### src/rtl/neopixel_tx.sv
// neopixel_tx: serializes a frame of 24-bit GRB pixel words onto a WS2812 single-wire line,
// MSB first, followed by a low latch period. Words arrive over a valid/ready handshake.
module neopixel_tx #(
  parameter int unsigned NUM_PIXELS   = 4,
  parameter int unsigned BIT_CYCLES   = 63,
  parameter int unsigned T0H_CYCLES   = 18,
  parameter int unsigned T1H_CYCLES   = 35,
  parameter int unsigned LATCH_CYCLES = 2500
) (
  input  logic        clock,
  input  logic        reset,
  input  logic        start,
  input  logic [23:0] pix_data,
  input  logic        pix_valid,
  output logic        pix_ready,
  output logic        data_out,
  output logic        busy,
  output logic        done,
  output logic        underrun
);

  localparam int unsigned PIX_W = 24;
  localparam int unsigned IDX_W = 5;
  localparam int unsigned CYC_W = (BIT_CYCLES > 1) ? $clog2(BIT_CYCLES) : 1;
  localparam int unsigned CNT_W = $clog2(NUM_PIXELS + 1);
  localparam int unsigned LAT_W = $clog2(LATCH_CYCLES + 1);

  typedef enum logic [1:0] {ST_IDLE, ST_WAIT, ST_SEND, ST_LATCH} state_t;

  state_t             state, state_next;
  logic [PIX_W-1:0]   shifter, shifter_next;
  logic [PIX_W-1:0]   buf_data, buf_data_next;
  logic               buf_full, buf_full_next;
  logic [CNT_W-1:0]   pix_accepted, accepted_next;
  logic [CNT_W-1:0]   pixels_sent, sent_next;
  logic [IDX_W-1:0]   bit_idx, bit_idx_next;
  logic [CYC_W-1:0]   cyc, cyc_next;
  logic [LAT_W-1:0]   latch_cnt, latch_cnt_next;
  logic               underrun_next, done_next, data_out_next;
  logic               load, transfer;
  logic [CYC_W-1:0]   high_time;

  assign busy      = (state != ST_IDLE);
  assign pix_ready = busy & ~buf_full & (pix_accepted < CNT_W'(NUM_PIXELS)) & (state != ST_LATCH);
  assign transfer  = pix_valid & pix_ready;
  assign high_time = shifter[PIX_W-1] ? CYC_W'(T1H_CYCLES) : CYC_W'(T0H_CYCLES);

  // Next-state, datapath and output decode
  always_comb begin
    state_next     = state;
    shifter_next   = shifter;
    buf_data_next  = buf_data;
    buf_full_next  = buf_full;
    accepted_next  = pix_accepted;
    sent_next      = pixels_sent;
    bit_idx_next   = bit_idx;
    cyc_next       = cyc;
    latch_cnt_next = latch_cnt;
    underrun_next  = underrun;
    done_next      = 1'b0;
    data_out_next  = 1'b0;
    load           = 1'b0;

    case (state)
      ST_IDLE: begin
        if (start) begin
          state_next    = ST_WAIT;
          underrun_next = 1'b0;
          accepted_next = '0;
          sent_next     = '0;
          buf_full_next = 1'b0;
        end
      end
      ST_WAIT: begin
        if (buf_full) begin
          load       = 1'b1;
          state_next = ST_SEND;
        end
      end
      ST_SEND: begin
        data_out_next = (cyc < high_time);
        if (cyc == CYC_W'(BIT_CYCLES - 1)) begin
          cyc_next = '0;
          if (bit_idx == '0) begin
            if (pixels_sent == CNT_W'(NUM_PIXELS)) begin
              state_next     = ST_LATCH;
              latch_cnt_next = '0;
            end else if (buf_full) begin
              load = 1'b1;
            end else begin
              underrun_next = 1'b1;
              state_next    = ST_WAIT;
            end
          end else begin
            shifter_next = {shifter[PIX_W-2:0], 1'b0};
            bit_idx_next = bit_idx - IDX_W'(1);
          end
        end else begin
          cyc_next = cyc + CYC_W'(1);
        end
      end
      ST_LATCH: begin
        // One extra cycle covers the registered data_out lag so the line is low LATCH_CYCLES clocks
        if (latch_cnt == LAT_W'(LATCH_CYCLES)) begin
          state_next = ST_IDLE;
          done_next  = 1'b1;
        end else begin
          latch_cnt_next = latch_cnt + LAT_W'(1);
        end
      end
      default: state_next = ST_IDLE;
    endcase

    if (load) begin
      shifter_next  = buf_data;
      buf_full_next = 1'b0;
      cyc_next      = '0;
      bit_idx_next  = IDX_W'(PIX_W - 1);
      sent_next     = pixels_sent + CNT_W'(1);
    end

    if (transfer) begin
      buf_data_next = pix_data;
      buf_full_next = 1'b1;
      accepted_next = pix_accepted + CNT_W'(1);
    end
  end

  always_ff @(posedge clock) begin
    if (reset) begin
      state        <= ST_IDLE;
      shifter      <= '0;
      buf_data     <= '0;
      buf_full     <= 1'b0;
      pix_accepted <= '0;
      pixels_sent  <= '0;
      bit_idx      <= '0;
      cyc          <= '0;
      latch_cnt    <= '0;
      underrun     <= 1'b0;
      done         <= 1'b0;
      data_out     <= 1'b0;
    end else begin
      state        <= state_next;
      shifter      <= shifter_next;
      buf_data     <= buf_data_next;
      buf_full     <= buf_full_next;
      pix_accepted <= accepted_next;
      pixels_sent  <= sent_next;
      bit_idx      <= bit_idx_next;
      cyc          <= cyc_next;
      latch_cnt    <= latch_cnt_next;
      underrun     <= underrun_next;
      done         <= done_next;
      data_out     <= data_out_next;
    end
  end

endmodule

### config.mk
export PLATFORM = sky130hd
export DESIGN_NAME = neopixel_tx
export DESIGN_NICKNAME = d
export VERILOG_FILES = /design/src/rtl/neopixel_tx.sv
export SDC_FILE = /design/constraint.sdc
export NUM_CORES = 1
export LEC_CHECK = 0
export CAP_MARGIN = 20
export CORE_MARGIN = 4
export CORE_UTILIZATION = 58
export CTS_CLUSTER_DIAMETER = 30
export DETAILED_ROUTE_END_ITERATION = 7
export PLACE_DENSITY_LB_ADDON = 0.2
export SKIP_LAST_GASP = 1
export SLEW_MARGIN = 5
export SYNTH_ARGS = -nofsm -noshare
export SYNTH_HDL_FRONTEND = slang
export SYNTH_SLANG_ARGS = --single-unit
### constraint.sdc
create_clock -name clock -period 2.9 [get_ports clock]
set_input_delay 0.58 -clock clock [delete_from_list [all_inputs] [get_ports clock]]
set_output_delay 0.58 -clock clock [all_outputs]
set_load 0.01 [all_outputs]
==> results.md <==
## Layout
- **post-layout instance count excluding filler cells** 568
- **antenna cells** 0
- **most frequent standard cell in the layout excluding fill and tap cells** nand2_1
- **Filler cells** 538
- **area added between synthesis and finish** 13.6%
- **area occupied by multi-input gates** 2100 um2
- **share of post-route cells with drive strength above 1** 11.4%
- **Register Area** 1660 um2
- **leading cell types in the layout, fill and taps excluded** 109 x nand2_1, 83 x dfxtp_1, 47 x a21oi_1
- **net total in the final layout** 528

## Worst setup path
- **Worst setup SP type** flop
- **reg2reg start** bit_idx[0]
- **highest net fanout along the worst path** 6
- **signal arrival time at the worst endpoint** 2.07 ns
- **count of cells along the worst register-to-register path** 7
- **start-to-end type of the worst setup path** reg2out
- **Worst setup EP type** primary output
- **data required time of the worst path** 2.32 ns
- **worst reg2reg endpoint** latch_cnt[7]
- **flop-to-flop setup slack** 0.61 ns

## Floorplan
- **floorplan die area** 8250 um2
- **die height** 90.8 um
- **initial core utilization** 61.3%
- **standard-cell row count** 29
- **horizontal die dimension** 90.8 um
- **ports placed on the boundary** 33
- **area of the core region** 6490 um2

## Global route
- **global routing's busiest layer** met2
- **GR Util met1** 25.1%
- **antenna violations before repair** 0
- **number of global-route vias before repair** 3130
- **total global routing track utilization** 20.3%
- **routing usage on met2** 34.5%
- **total grt overflow** 0
- **wire length of the first global-routing pass** 14.0 mm
- **largest net degree at the start of global routing** 60
- **Global Route met3 Usage** 5.00%

## Yosys
- **leading cell types by total area after synthesis** dfxtp_1 42%, nand2_1 10%, a311oi_2 7.9%
- **sequential-to-total area share from yosys stat** 41.7%
- **post-synthesis cell count** 465
- **Seq cells post-synth** 83
- **top cell type's share of synthesized area** 41.7%
- **xor and xnor area share after synthesis** 1.10%
- **synthesized area per cell** 8.56 um2
- **predominant post-synthesis flop cell** dfxtp_1
- **post-synthesis share of cell area spent on full adders, half adders and majority gates** 4.40%
- **distinct cell type count of the synthesized netlist** 53
- **Post-synth ARST share** 0%
- **yosys synthesis warning count** 0
- **multiplexer fraction of the synthesized cell area** 0.880%
- **compound-gate portion of the synthesized area** 21.0%
- **dominant combinational cell family by area after synthesis** simple AND/OR/NAND/NOR gates
- **synthesized-area fraction occupied by and/or/nand/nor cells** 25.3%
- **post-synth net total** 507
- **leading area contributor after synthesis** dfxtp_1
- **number of enable flip-flop cells after synthesis** 0
- **Mapped Area** 3980 um2

## CTS
- **Clock Sink Count** 83
- **TritonCTS Buffers** 9
- **cells resized by post-CTS repair** 0
- **H-Tree Depth** 3
- **cell at the root of the clock tree** clkbuf_8
- **maximum buffer depth of the clock tree** 2
- **clock tree from TritonCTS** done
- **post-CTS setup buffers** 0
- **hold_buf cts** 0
- **post-CTS clock slew at the launch and capture registers of the worst setup and hold paths** 0.08 ns
- **Worst-Skew Late Latency** 0.35 ns

## STA
- **crit path time final** 2.65 ns
- **TNS Setup** 0 ns
- **Highest Clock Rate** 0.377 GHz
- **slew at the pin closest to its max-slew limit** 0.808 ns
- **Final Hold Vio Count** 0
- **number of setup violations in the final report** 0
- **setup repair after global routing missed its margin** false
- **Clock Skews** 0.00938 ns
- **Rel. slew slack** 46.0%
- **ratio of final minimum period to clock period** 91.5%
- **final-report max-slew violation count** 0

## Place
- **Placer Congestion** 0.836
- **cell total after placement** 552
- **number of input and output port buffers inserted** 32
- **detailed placement HPWL** 5.36 mm

## Worst hold path
- **Hold WC Path Type** reg2reg
- **capture endpoint of the worst hold path** shifter[0]
- **cell depth of the worst hold path** 2
- **startpoint of the most critical hold path** buf_data[0]

## Pwr
- **reported leakage power** 1.61 nW
- **power per standard cell area** 639 nW/um2
- **IR drop worst, VDD** 0.391 mV

## Status
- **outcome** finished, final reports clean

## Job
- **maximum capacitance violations** 0

## Routing
- **via count** 3267
- **DRT Pass-1 Iters** 4
- **average wire per standard cell** 13.9 um
- **final antenna-violating net count** 0
- **initial DRC count** 105
- **number of vias per cell after detailed routing** 5.75
- **number of remaining DRC errors** 0
- **WL final** 7.92 mm

final cells by class:
cell class,instances,share of cell area (%)
multi-input combinational,337,46.4
sequential,83,36.7
timing repair buffer,40,8.85
clock buffer,12,2.99
tap,77,2.13
clock inverter,4,1.63
inverter,15,1.25
state kept, by name (all words and copies together), names as in the netlist:
register	cells
state	2
cyc	6
buf_data	24
latch_cnt	12
shifter	24
bit_idx	5
pix_accepted	3
underrun	1
pixels_sent	3
data_out	1
done	1
buf_full	1
power by group:
group	total [mW]	internal, mW	leakage [nW]	switching (mW)
registers	1.34	1.26	0.672	0.0832
logic	0.662	0.279	0.829	0.384
clock network	0.887	0.488	0.105	0.399
metal layers:
| metal | vias to the layer above | part of all wire, % |
|---|---|---|
| met3 | 10 | 4.8 |
| met4 | 0 | 1.6 |
| met5 | - | 0 |
| met1 | 1510 | 47 |
| met2 | 69 | 46 |
| li1 | 1678 | - |
worst max-delay path: stages, from the launching register on:
cell and delay, ns:
dfxtp_1 0.42, inv_1 0.09, ha_1 0.26, nor4_1 0.34, clkdlybuf4s50_1 0.62
worst max-delay path by stage:
stage               slack (ns)       endpoint       start
CTS                       0.25      pix_ready    state[0]
global route              0.04      pix_ready    state[0]
detailed placement        0.62  latch_cnt[11]  bit_idx[0]
finish                    0.25      pix_ready    state[0]
global placement          0.69   latch_cnt[9]  bit_idx[0]
floorplan                 0.90   latch_cnt[1]  bit_idx[0]
synthesized netlist by cell type, types with 7 or more instances:
cell / n
a311oi_2: 21
inv_1: 15
nand4_1: 7
clkbuf_1: 14
ha_1: 14
nor2_1: 35
a21oi_1: 47
dfxtp_1: 83
o21ai_0: 10
buf_2: 8
nand2_1: 109
nand3_1: 11
or3_1: 7
stage by stage:
step / utilization, % / instance area, um2 / hold slack (ns) / power (mW) / setup WS [ns]
2_1_floorplan: - / 3980 / 0.432 / 1.83 / 0.896
3_3_place_gp: 66.4 / 4310 / 0.444 / 2.01 / 0.694
3_5_place_dp: 66.4 / 4310 / 0.449 / 2.03 / 0.622
4_1_cts: 69.6 / 4520 / 0.462 / 2.91 / 0.252
5_1_grt: 69.6 / 4520 / 0.485 / 3.06 / 0.0366
6_report: 69.6 / 4520 / 0.457 / 2.89 / 0.246
kinds of logic after synthesis:
logic type / Yosys count
compound gates: 105
xor+xnor: 5
fa+ha+maj: 14
buf+inv: 45
flops: 83
mux: 3
simple gates: 210
(Power assumes the default switching activity.)
==> RTL edit 1, RTL diff (same flow settings) <==
The 4 states of `state_t` get a one-hot encoding in 4 bits.
--- a/src/rtl/neopixel_tx.sv
+++ b/src/rtl/neopixel_tx.sv
@@ -27,3 +27,3 @@
 
-  typedef enum logic [1:0] {ST_IDLE, ST_WAIT, ST_SEND, ST_LATCH} state_t;
+  typedef enum logic [3:0] {ST_IDLE = 4'b0001, ST_WAIT = 4'b0010, ST_SEND = 4'b0100, ST_LATCH = 4'b1000} state_t;
 
Formal check against the unedited RTL: same outputs for any inputs over 10 cycles, from zero or initial values and one cycle with reset high; not proved beyond that.
==> RTL edit 1 against the unedited design <==
Clock power decreased by 11%; design area shrank 1.5%; wire length rose by 0.83%; sequential cell count up 2; synthesized area is 3.2% lower; non-clock buffer count increased by 7; register-to-register slack lost 0.30 ns; total power is 2.5% lower; via count decreased by 0.24%; global-route usage rose by 1.6 points; final cell count down 2.8%; worst setup slack worse by 0.011 ns; synthesized cell count is 5.8% lower; first-iteration DRC count grew 62%; critical path type unchanged; largest power group unchanged; highest routed layer unchanged.
==> RTL edit 1: results (changes against the unedited design) <==
| Metric | Value |
|---|---|
| Post-Syn Area per Cell | 8.80 sq um (was 8.56 sq um) |
| Clock power frac | 0.280 (was 0.307) |
| Post-synth cell types | 54 (was 53) |
| Clock Path Buffers | 2 (unchanged) |
| WP data arrival | 2.09 ns (was 2.07 ns) |
| Number of global-route vias before repair | 3078 (was 3130) |
| Grt met3 use | 0.0599 (was 0.0500) |
| Share of cells above drive strength 1 | 0.0863 (was 0.114) |
| Slew HR | 0.553 (was 0.460) |
| Top cell type's share of synthesized area | 0.442 (was 0.417) |
| Cell count after placement | 536 (was 552) |
| Switching power total | 0.930 mW (was 0.866 mW) |
| Hold Crit Start | buf_data[6] (was buf_data[0]) |
| Worst VDD drop | 478 uV (was 391 uV) |
| Largest net degree at the start of global routing | 31 (was 60) |
| Met2 usage | 0.386 (was 0.345) |
| Filler Cells Inserted | 535 (was 538) |
| Global-route wire length before repair | 13800 um (was 14000 um) |
| FF-to-FF Start | state[2] (was bit_idx[0]) |
| Grt met1 use | 0.253 (was 0.251) |
| Clock Latency Late Sink | 0.37 ns (was 0.35 ns) |
| Vias | 3259 (was 3267) |
| Combinational gate power | 0.655 mW (was 0.662 mW) |
| Nets@finish | 508 (was 528) |
| Global Route Usage Sum | 0.219 (was 0.203) |
| Gpl congestion | 0.854 (was 0.836) |
| CTS Root Cell | clkbuf_8 (unchanged) |
| Post-Route WL | 7980 um (was 7920 um) |
| Syn_nets | 476 (was 507) |
| Placed wire-length estimate | 5620 um (was 5360 um) |
| Status | complete, no violations (unchanged) |
| Pwr Density | 632 nW/um^2 (was 639 nW/um^2) |
| Max Cap Violations | 0 (unchanged) |
| Leak | 1.70 nW (was 1.61 nW) |
| Seq/Total Area, Yosys | 0.442 (was 0.417) |
| Initial drt markers | 170 (was 105) |
| Crit path largest cell delay | 0.63 ns |
| Main area contributors after synthesis | dfxtp_1 44%, nand2_1 7.4%, mux2i_1 6.0%, o211a_1 5.7%, a21oi_1 5.6% (was dfxtp_1 42%, nand2_1 10%, a311oi_2 7.9%, a21oi_1 5.9%, ha_1 4.4%) |
| Clock skew | 0.0165 ns (was 0.00938 ns) |
## RTL edit 1: cell types whose count changed after synthesis, moves of 6 or more
cell      before  now
o21ai_0       10   29
o211a_1        1   22
a311oi_2      21    0
nand2_1      109   76
nor2_1        35   11
buf_2          8    2
clkbuf_1      14   21
mux2i_1        2   23
nor3_1         6   12
## RTL edit 1: area by class of cell
cell class              instances  share of cell area
clock buffers                   9              0.0278
clock inverters                 7              0.0135
inverters                      14              0.0118
multi-input cells             313               0.447
flip-flops and latches         85               0.382
well taps                      77              0.0216
repair buffers                 47              0.0960
## RTL edit 1: critical path, delay by kind of cell (launching register included)
kind,cells,cell delay [ns]
flops,1,0.43
buf+inv,2,0.79
simple gates,2,0.51
## RTL edit 1: per-stage QoR
step / util / cell area (sq um) / worst slack (ns) / hold slack, ns
after global placement: 0.669 / 4270 / 0.391 / 0.445
after detailed placement: 0.669 / 4270 / 0.335 / 0.450
after global routing: 0.698 / 4460 / 0.0681 / 0.485
after CTS: 0.698 / 4460 / 0.189 / 0.463
after floorplan: - / 3850 / 0.778 / 0.436
final: 0.698 / 4460 / 0.235 / 0.458
## RTL edit 1: path summary, 6_finish.rpt
path | to | slack (ns) | depth (start not counted)
setup / recovery | pix_ready | 0.23 | 4
hold / removal | buf_data[6] | 0.46 | 2
setup reg to reg | latch_cnt[6] | 0.31 | 5
hold reg to reg | buf_data[6] | 0.46 | 2
## RTL edit 1: logic make-up after synthesis
family / share of synthesized area
fa+ha+maj: 0.0325
xor+xnor: 0.0136
simple gates: 0.200
compound gates: 0.209
mux: 0.0597
buf+inv: 0.0435
flops: 0.442
## RTL edit 1: metal layers
metal	vias up	part of all wire
met4	0	0.023
met5	-	0
met1	1530	0.44
met3	22	0.037
met2	58	0.50
li1	1649	-
==> RTL edit 2, RTL diff (config.mk and constraints unchanged) <==
Made on the original files. Set the parameter `BIT_CYCLES` to 126 (it was 63).
--- a/src/rtl/neopixel_tx.sv
+++ b/src/rtl/neopixel_tx.sv
@@ -4,3 +4,3 @@
   parameter int unsigned NUM_PIXELS   = 4,
-  parameter int unsigned BIT_CYCLES   = 63,
+  parameter int unsigned BIT_CYCLES   = 126,
   parameter int unsigned T0H_CYCLES   = 18,
Function: no difference found for any inputs over 10 cycles, from zero or initial values and one cycle with reset high; that may be too few to reach the edited logic, so the function may still have changed.
==> RTL edit 2 against the unedited design <==
Total power down 6.1%; sequential cell count up 1; design area shrank 2.8%; die area decreased by 4.0%; non-clock buffer count shrank 1; worst setup slack gained 0.049 ns; clock power fell by 11%; critical path depth stayed put; wire length is 3.3% lower; largest cell class unchanged; synthesized area down 4.3%; worst hold slack lost 0.0023 ns.
==> RTL edit 2: results (changes against the unedited design) <==
| Metric | Value |
|---|---|
| Status | complete, no violations (unchanged) |
| Post-Synth XOR/XNOR Area | 0.0299 (was 0.0110) |
| Placed wire-length estimate | 5150 um (was 5360 um) |
| Grt met1 use | 0.249 (was 0.251) |
| Largest net degree at the start of global routing | 50 (was 60) |
| Storage cell area | 1680 sq um (was 1660 sq um) |
| DR WL met2 | 3690 um (was 3680 um) |
| Compound-Gate Fraction of Synth Area | 0.180 (was 0.210) |
| Initial drt markers | 134 (was 105) |
| Global-route wire length before repair | 13100 um (was 14000 um) |
| Mux contribution to synthesized area | 0.0684 (was 0.00880) |
| Met1 WL | 3570 um (was 3730 um) |
| Syn_nets | 490 (was 507) |
| Clkbuf count | 10 (was 12) |
| Post-Route WL | 7660 um (was 7920 um) |
| Post-Synth Adder-Cell Area | 0.0460 (was 0.0440) |
| Share of cells above drive strength 1 | 0.0628 (was 0.114) |
| NonClk Buf Share | 0.0894 (was 0.0885) |
| Cell count after placement | 540 (was 552) |
| Inverters | 16 (was 15) |
| Finished Layout Cells | 555 (was 568) |
| Synth-to-Final Area Change | 15.4% (was 13.6%) |
| Hold Crit Start | buf_data[18] (was buf_data[0]) |
| #MultiIn Comb | 324 (was 337) |
| Placed cell areas | 4210 sq um (was 4310 sq um) |
| Gpl congestion | 0.829 (was 0.836) |
| ClkCell Share | 0.0413 (was 0.0462) |
| Worst hold slack | 0.455 ns (was 0.457 ns) |
RTL edit 2: cell types whose count changed after synthesis, sizes merged, moves of 5 or more:
| cell | unedited run | this run |
|---|---|---|
| xor2 | 2 | 12 |
| mux2i | 2 | 26 |
| o21ai | 10 | 38 |
| buf | 16 | 4 |
| a21oi | 47 | 64 |
| clkbuf | 14 | 20 |
| nor2 | 37 | 27 |
| or4 | 5 | 0 |
| a311oi | 22 | 1 |
| nand2 | 109 | 61 |
RTL edit 2: worst max-delay path by stage:
stage / startpoint / slack, ns / end / cells past startpoint
after global routing: state[0] / 0.1 / pix_ready / 4
after CTS: state[0] / 0.26 / pix_ready / 4
final: state[0] / 0.30 / pix_ready / 4
after detailed placement: start / 0.64 / state[1] / 6
after floorplan: state[0] / 0.76 / buf_data[20] / 8
after global placement: state[0] / 0.71 / pix_ready / 4
RTL edit 2: power breakdown:
part           switching [mW]  internal, mW
Clock                   0.398         0.391
Combinational           0.348         0.244
Sequential             0.0693          1.26
Total                   0.815          1.90
